==> config.mk <==
export PLATFORM = sky130hd
export DESIGN_NAME = seg7_count_display_flat
export DESIGN_NICKNAME = d
export VERILOG_FILES = /design/src/rtl/seg7_pkg.sv /design/src/rtl/seg7_count_display_if.sv /design/src/rtl/hex_to_seg7.sv /design/src/rtl/seg7_count_display.sv /design/src/flat_wrapper.sv
export SDC_FILE = /design/constraint.sdc
export NUM_CORES = 1
export LEC_CHECK = 0
export CAP_MARGIN = 15
export CORE_AREA = 3 3 79 81
export CTS_CLUSTER_DIAMETER = 30
export CTS_CLUSTER_SIZE = 12
export DETAILED_ROUTE_END_ITERATION = 16
export DIE_AREA = 0 0 82 84
export HOLD_SLACK_MARGIN = 0.06
export PLACE_DENSITY_LB_ADDON = 0.05
export SETUP_SLACK_MARGIN = 0.02
export SLEW_MARGIN = 20
export SYNTH_ARGS = -nofsm -noshare
export SYNTH_HDL_FRONTEND = slang
export SYNTH_SLANG_ARGS = --single-unit
==> constraint.sdc <==
create_clock -name clk -period 2.6 [get_ports clk]
set_input_delay 0.65 -clock clk [delete_from_list [all_inputs] [get_ports clk]]
set_output_delay 0.65 -clock clk [all_outputs]
set_load 0.005 [all_outputs]
==> src/rtl/seg7_pkg.sv <==
// rtl/seg7_pkg.sv - shared font table and digit constants for the seven-segment display block
package seg7_pkg;

  localparam int NUM_DIGITS = 4;
  localparam int DIG_W      = $clog2(NUM_DIGITS);

  localparam logic [6:0] BLANK = 7'h00;

  // Active-high {g,f,e,d,c,b,a}; entry [0] is the glyph for 0, entry [15] for F.
  localparam logic [15:0][6:0] HEX_FONT = {
    7'h71, 7'h79, 7'h5E, 7'h39, 7'h7C, 7'h77, 7'h6F, 7'h7F,
    7'h07, 7'h7D, 7'h6D, 7'h66, 7'h4F, 7'h5B, 7'h06, 7'h3F
  };

endpackage

==> src/rtl/seg7_count_display_if.sv <==
// rtl/seg7_count_display_if.sv - counter input, clear pulse and display pins of the count display
interface seg7_count_display_if;

  logic [3:0] count_in;
  logic       clear_wraps;
  logic [6:0] seg;
  logic       dp;
  logic [3:0] an;
  logic [7:0] wrap_bcd;

  modport master (
    output count_in, clear_wraps,
    input  seg, dp, an, wrap_bcd
  );

  modport slave (
    input  count_in, clear_wraps,
    output seg, dp, an, wrap_bcd
  );

endinterface

==> src/rtl/hex_to_seg7.sv <==
// rtl/hex_to_seg7.sv - combinational nibble to active-high seven-segment glyph with blanking
module hex_to_seg7
  import seg7_pkg::*;
(
  input  logic [3:0] hex,
  input  logic       blank,
  output logic [6:0] seg
);

  assign seg = blank ? BLANK : HEX_FONT[hex];

endmodule

==> src/rtl/seg7_count_display.sv <==
// rtl/seg7_count_display.sv - samples the lab counter, counts F->0 wraps in BCD and scans a 4-digit display
module seg7_count_display
  import seg7_pkg::*;
#(
  parameter int SCAN_DIV       = 100000,
  parameter bit SEG_ACTIVE_LOW = 1'b1,
  parameter bit AN_ACTIVE_LOW  = 1'b1
) (
  input  logic                clk,
  input  logic                rst,
  seg7_count_display_if.slave bus
);

  localparam int                  PS_W    = $clog2(SCAN_DIV);
  localparam logic [PS_W-1:0]     PS_LAST = PS_W'(SCAN_DIV - 1);
  localparam logic [6:0]          SEG_OFF = SEG_ACTIVE_LOW ? 7'h7F : 7'h00;
  localparam logic [NUM_DIGITS-1:0] AN_OFF = AN_ACTIVE_LOW ? {NUM_DIGITS{1'b1}} : '0;

  logic [3:0]            s1, s2, s3, accepted;
  logic [3:0]            tens, ones;
  logic [PS_W-1:0]       prescaler;
  logic [DIG_W-1:0]      dig_idx;
  logic                  scan_on;
  logic [6:0]            seg_q;
  logic [NUM_DIGITS-1:0] an_q;
  logic                  take, wrap_hit, tick;
  logic [3:0]            dig_val;
  logic                  dig_blank;
  logic [6:0]            glyph;
  logic [NUM_DIGITS-1:0] dig_sel;

  // Only a value seen identically on two consecutive samples is accepted, so skewed bits never land.
  assign take     = (s2 == s3);
  assign wrap_hit = take && (accepted == 4'hF) && (s2 == 4'h0);
  assign tick     = (prescaler == PS_LAST);

  always_ff @(posedge clk or negedge rst) begin
    if (!rst) begin
      s1       <= '0;
      s2       <= '0;
      s3       <= '0;
      accepted <= '0;
    end else begin
      s1 <= bus.count_in;
      s2 <= s1;
      s3 <= s2;
      if (take) accepted <= s2;
    end
  end

  always_ff @(posedge clk or negedge rst) begin
    if (!rst) begin
      tens <= '0;
      ones <= '0;
    end else if (bus.clear_wraps) begin
      tens <= '0;
      ones <= '0;
    end else if (wrap_hit) begin
      if (ones == 4'd9) begin
        ones <= '0;
        tens <= (tens == 4'd9) ? 4'd0 : tens + 4'd1;
      end else begin
        ones <= ones + 4'd1;
      end
    end
  end

  // The first tick only arms the scan; digit 0 then gets a full slot before advancing.
  always_ff @(posedge clk or negedge rst) begin
    if (!rst) begin
      prescaler <= '0;
      dig_idx   <= '0;
      scan_on   <= 1'b0;
    end else begin
      prescaler <= tick ? '0 : prescaler + 1'b1;
      if (tick) begin
        if (!scan_on) scan_on <= 1'b1;
        else          dig_idx <= dig_idx + 1'b1;
      end
    end
  end

  always_comb begin
    dig_val   = 4'h0;
    dig_blank = 1'b1;
    case (dig_idx)
      DIG_W'(0): begin dig_val = accepted; dig_blank = 1'b0;            end
      DIG_W'(2): begin dig_val = ones;     dig_blank = 1'b0;            end
      DIG_W'(3): begin dig_val = tens;     dig_blank = (tens == 4'h0);  end
      default:   begin dig_val = 4'h0;     dig_blank = 1'b1;            end
    endcase
  end

  hex_to_seg7 u_font (
    .hex   (dig_val),
    .blank (dig_blank),
    .seg   (glyph)
  );

  assign dig_sel = NUM_DIGITS'(1) << dig_idx;

  always_ff @(posedge clk or negedge rst) begin
    if (!rst) begin
      seg_q <= SEG_OFF;
      an_q  <= AN_OFF;
    end else if (scan_on) begin
      seg_q <= SEG_ACTIVE_LOW ? ~glyph : glyph;
      an_q  <= AN_ACTIVE_LOW ? ~dig_sel : dig_sel;
    end
  end

  assign bus.seg      = seg_q;
  assign bus.an       = an_q;
  assign bus.dp       = SEG_ACTIVE_LOW;
  assign bus.wrap_bcd = {tens, ones};

endmodule

==> src/flat_wrapper.sv <==
// flat-port wrapper written by rule: the top's interface ports become plain ports
module seg7_count_display_flat import seg7_pkg::*;
#(
  parameter int SCAN_DIV       = 100000,
  parameter bit SEG_ACTIVE_LOW = 1'b1,
  parameter bit AN_ACTIVE_LOW  = 1'b1
)
  (clk, rst, bus_count_in, bus_clear_wraps, bus_seg, bus_dp, bus_an, bus_wrap_bcd);
  seg7_count_display_if bus_i ();
  input  logic clk;
  input  logic rst;
  input wire logic [$bits(bus_i.count_in)-1:0] bus_count_in;
  input wire logic [$bits(bus_i.clear_wraps)-1:0] bus_clear_wraps;
  output wire logic [$bits(bus_i.seg)-1:0] bus_seg;
  output wire logic [$bits(bus_i.dp)-1:0] bus_dp;
  output wire logic [$bits(bus_i.an)-1:0] bus_an;
  output wire logic [$bits(bus_i.wrap_bcd)-1:0] bus_wrap_bcd;
  assign bus_i.count_in = bus_count_in;
  assign bus_i.clear_wraps = bus_clear_wraps;
  assign bus_seg = bus_i.seg;
  assign bus_dp = bus_i.dp;
  assign bus_an = bus_i.an;
  assign bus_wrap_bcd = bus_i.wrap_bcd;
  seg7_count_display #(.SCAN_DIV(SCAN_DIV), .SEG_ACTIVE_LOW(SEG_ACTIVE_LOW), .AN_ACTIVE_LOW(AN_ACTIVE_LOW)) u_core (.clk(clk), .rst(rst), .bus(bus_i));
endmodule
==> reports/results.ini <==
[cts]
insertion_delay_ns = 0.31
cts_hold_buffers = 0
cts_setup_buffers = 0
h-tree-depth = 2
root_buffer = clkbuf_8
cts_resized = 0
clkTransAtPathRegs_ns = 0.11
clockBufferDepth = 2
cts_tree = built
cts_buffers = 5
clock-sinks = 55

[cells_and_area]
final_layout_size_suffix_gt1_frac = 0.1058
final_cell_mix = 44 x dfrtp_1, 27 x nand2_1, 24 x clkdlybuf4s50_1
fill_cells = 477
fin_cells = 365
finalNetCount = 316
final_common_cell = dfrtp_1
antenna_cells = 0
syn_to_final_growth_pct = 15.55

[yosys]
ys_warn_count = 0
synth.area.top_cells = dfrtp_1 40%, dfstp_2 10%, ha_1 7.7%
ys_seq_area_frac = 0.5023
synthMuxAreaShare = 0.04430
synth-simple-area-share = 0.1745
synth-compound-area-share = 0.1067
synth.net_count = 288
async_reset_ff_frac = 1.000
synthFlopType = dfrtp_1
synth_top_cell_area_share = 0.3978
yosysTopAreaCell = dfrtp_1
synth_fa_ha_area_frac = 0.07685
synth_xor_area_frac = 0.05380
syn_avg_cell_area_sq_um = 10.48
synth_area_sq_mm = 0.002768
synthCells = 264
ys_seq_elements = 55
synth_top_family_by_area = simple AND/OR/NAND/NOR gates
synth-edff-count = 0
yosysUniqueCellTypes = 50

[global_route]
grt_pass1_vias = 1914
grt_remaining_overflow = 0
grtUsageTotal = 0.1611
grt_max_degree = 56
antenna_found_initial = 0
grt_pass1_wl_mm = 8.804

[drt]
first_iter_violations = 65
wl_mm = 5.051
drt_first_pass_iters = 4
post_drt_wl_per_cell_um = 13.84
ant_nets = 0
vias = 1974
viasPerCell = 5.408
drcViolationCount = 0

[critical_path]
setup.worst_path.end_class = register
crit_family = compound AO/OA/AOI/OAI gates
criticalPathCategory = reg2reg
critPathLaunchType = register
r2r_slack_ns = 0.30
cp_num_buf_inv = 2
critPathSlowestCell = a222oi_1
critPathArrivalTime_ns = 2.55
crit_chain = inv_1 > ha_1 > a222oi_1 > or2_2 > inv_1 > ha_1 > mux2_2 > nand2_1 > a21oi_1
cp.required_ns = 2.84
critPathMaxStageDelay_ns = 0.49
critPathMaxFanout = 6

[sta]
setup_tns_ns = 0
fin_crit_sh = 0.8853
worst_pin_slew_ns = 0.8074
max_freq_mhz = 434.4
hold_viol = 0
clock_skew_ns = 0.008376
min_period_ns = 2.302
rsz0062_at_grt = no
setup_violations = 0
slew_violations = 0
slew_headroom = 0.4532

[floorplanning]
die_h_um = 84
io_pins = 27
start_util = 0.4995
core-area_sq_mm = 0.005540
row_count = 27
die_x_um = 82
die_area_sq_mm = 0.006888

[place]
dp.cells = 357
dp_hpwl_mm = 3.537
gp_congestion = 0.8209
portBuffers = 25

[hold_path]
hold_path_class = reg2reg

[power]
peakVddDrop_mv = 0.3050
p_leak_nw = 1.400
power_density_mw_per_mm2 = 547.5

[status]
status = finished, final reports clean

[run]
maxCapViolCount = 0

## per-layer routing
layer  up-vias  track usage  part of all wire
met5         -            0                 0
met4         0      0.05740            0.0067
met3         4      0.03348             0.030
met2        31       0.2594              0.48
met1       958       0.2110              0.48
li1        981            -                 -
## stage by stage
step	util	hold slack (ns)	cell area (sq um)	total power, W	setup slack (ns)
4_1_cts	0.5772	0.3618	3198	0.001779	0.2879
2_1_floorplan	-	0.3312	2768	0.001155	0.4757
6_report	0.5772	0.3596	3198	0.001751	0.2982
3_3_place_gp	0.5596	0.3327	3100	0.001254	0.4048
3_5_place_dp	0.5596	0.3355	3100	0.001257	0.3033
5_1_grt	0.5772	0.3661	3198	0.001861	0.05449
## power breakdown
part	switching (W)	total (W)	leakage [nW]	internal, W
clock network	0.000306	0.000510	0.0511	0.000204
logic	0.000182	0.000324	0.668	0.000142
registers	0.0000301	0.000917	0.680	0.000887
total	0.000517	0.00175	1.40	0.00123
## layout make-up
class / count / area, sq um / area share
clock inverter: 3 / 28.78 / 0.008998
sequential: 55 / 1390 / 0.4347
inverter: 19 / 71.32 / 0.02230
clock buffer: 5 / 68.82 / 0.02152
multi-input combinational: 181 / 1266 / 0.3959
timing repair buffer: 30 / 282.8 / 0.08842
tap: 72 / 90.09 / 0.02817
## flip-flops by register name (all words and copies together) (netlist names), 4 cells and up
signal / flops
u_core.tens: 4
u_core.s2: 4
u_core.s1: 4
u_core.ones: 4
u_core.bus.seg: 7
u_core.prescaler: 17
u_core.bus.an: 4
u_core.accepted: 4
u_core.s3: 4
## worst reg2reg max path, cell delays in order, from the launching register on
cell      delay (ns)
dfrtp_1         0.45
inv_1           0.09
ha_1            0.27
a222oi_1        0.49
or2_2           0.24
inv_1           0.08
ha_1            0.22
mux2_2          0.27
nand2_1         0.07
a21oi_1         0.06
## logic make-up after synthesis
logic type | count (synthesis)
muxes | 12
buffers and inverters | 28
other | 1
xor gates and xnor gates | 17
DFF | 55
adders and majority gates | 17
and+or+nand+nor | 93
AOI/OAI and AO/OA | 41
## cell usage after synthesis, types with 2 or more instances
cell and instances:
dfrtp_1 44, a311oi_1 2, and2_1 2, or3_1 4
clkbuf_1 5, a21o_1 2, nor3_1 4, or2_2 3
nand4_1 6, o21ai_0 5, xnor2_1 14, and4_1 4
nor2_1 21, dfstp_2 11, or4_1 2, or4b_1 2
buf_2 2, mux2i_1 10, inv_1 19, xor2_1 3
nand3b_1 2, a21oi_1 10, nand3_1 7, a31oi_1 6
ha_1 17, a41o_1 3, a222oi_1 4, nor2b_1 2
nand2_1 27
## path summary, 6_finish.rpt
check,to,cells after the start,start
worst max-delay path,u_core.bus.seg[6],9,u_core.dig_idx[0]
worst min-delay path,u_core.s2[3],0,u_core.s1[3]
min in group asynchronous,u_core.ones[2],2,rst
worst max register to register,u_core.bus.seg[6],9,u_core.dig_idx[0]
worst min register to register,u_core.s2[3],0,u_core.s1[3]
max in group asynchronous,u_core.prescaler[12],2,rst
Note: power is estimated with default switching activity, not from simulation.
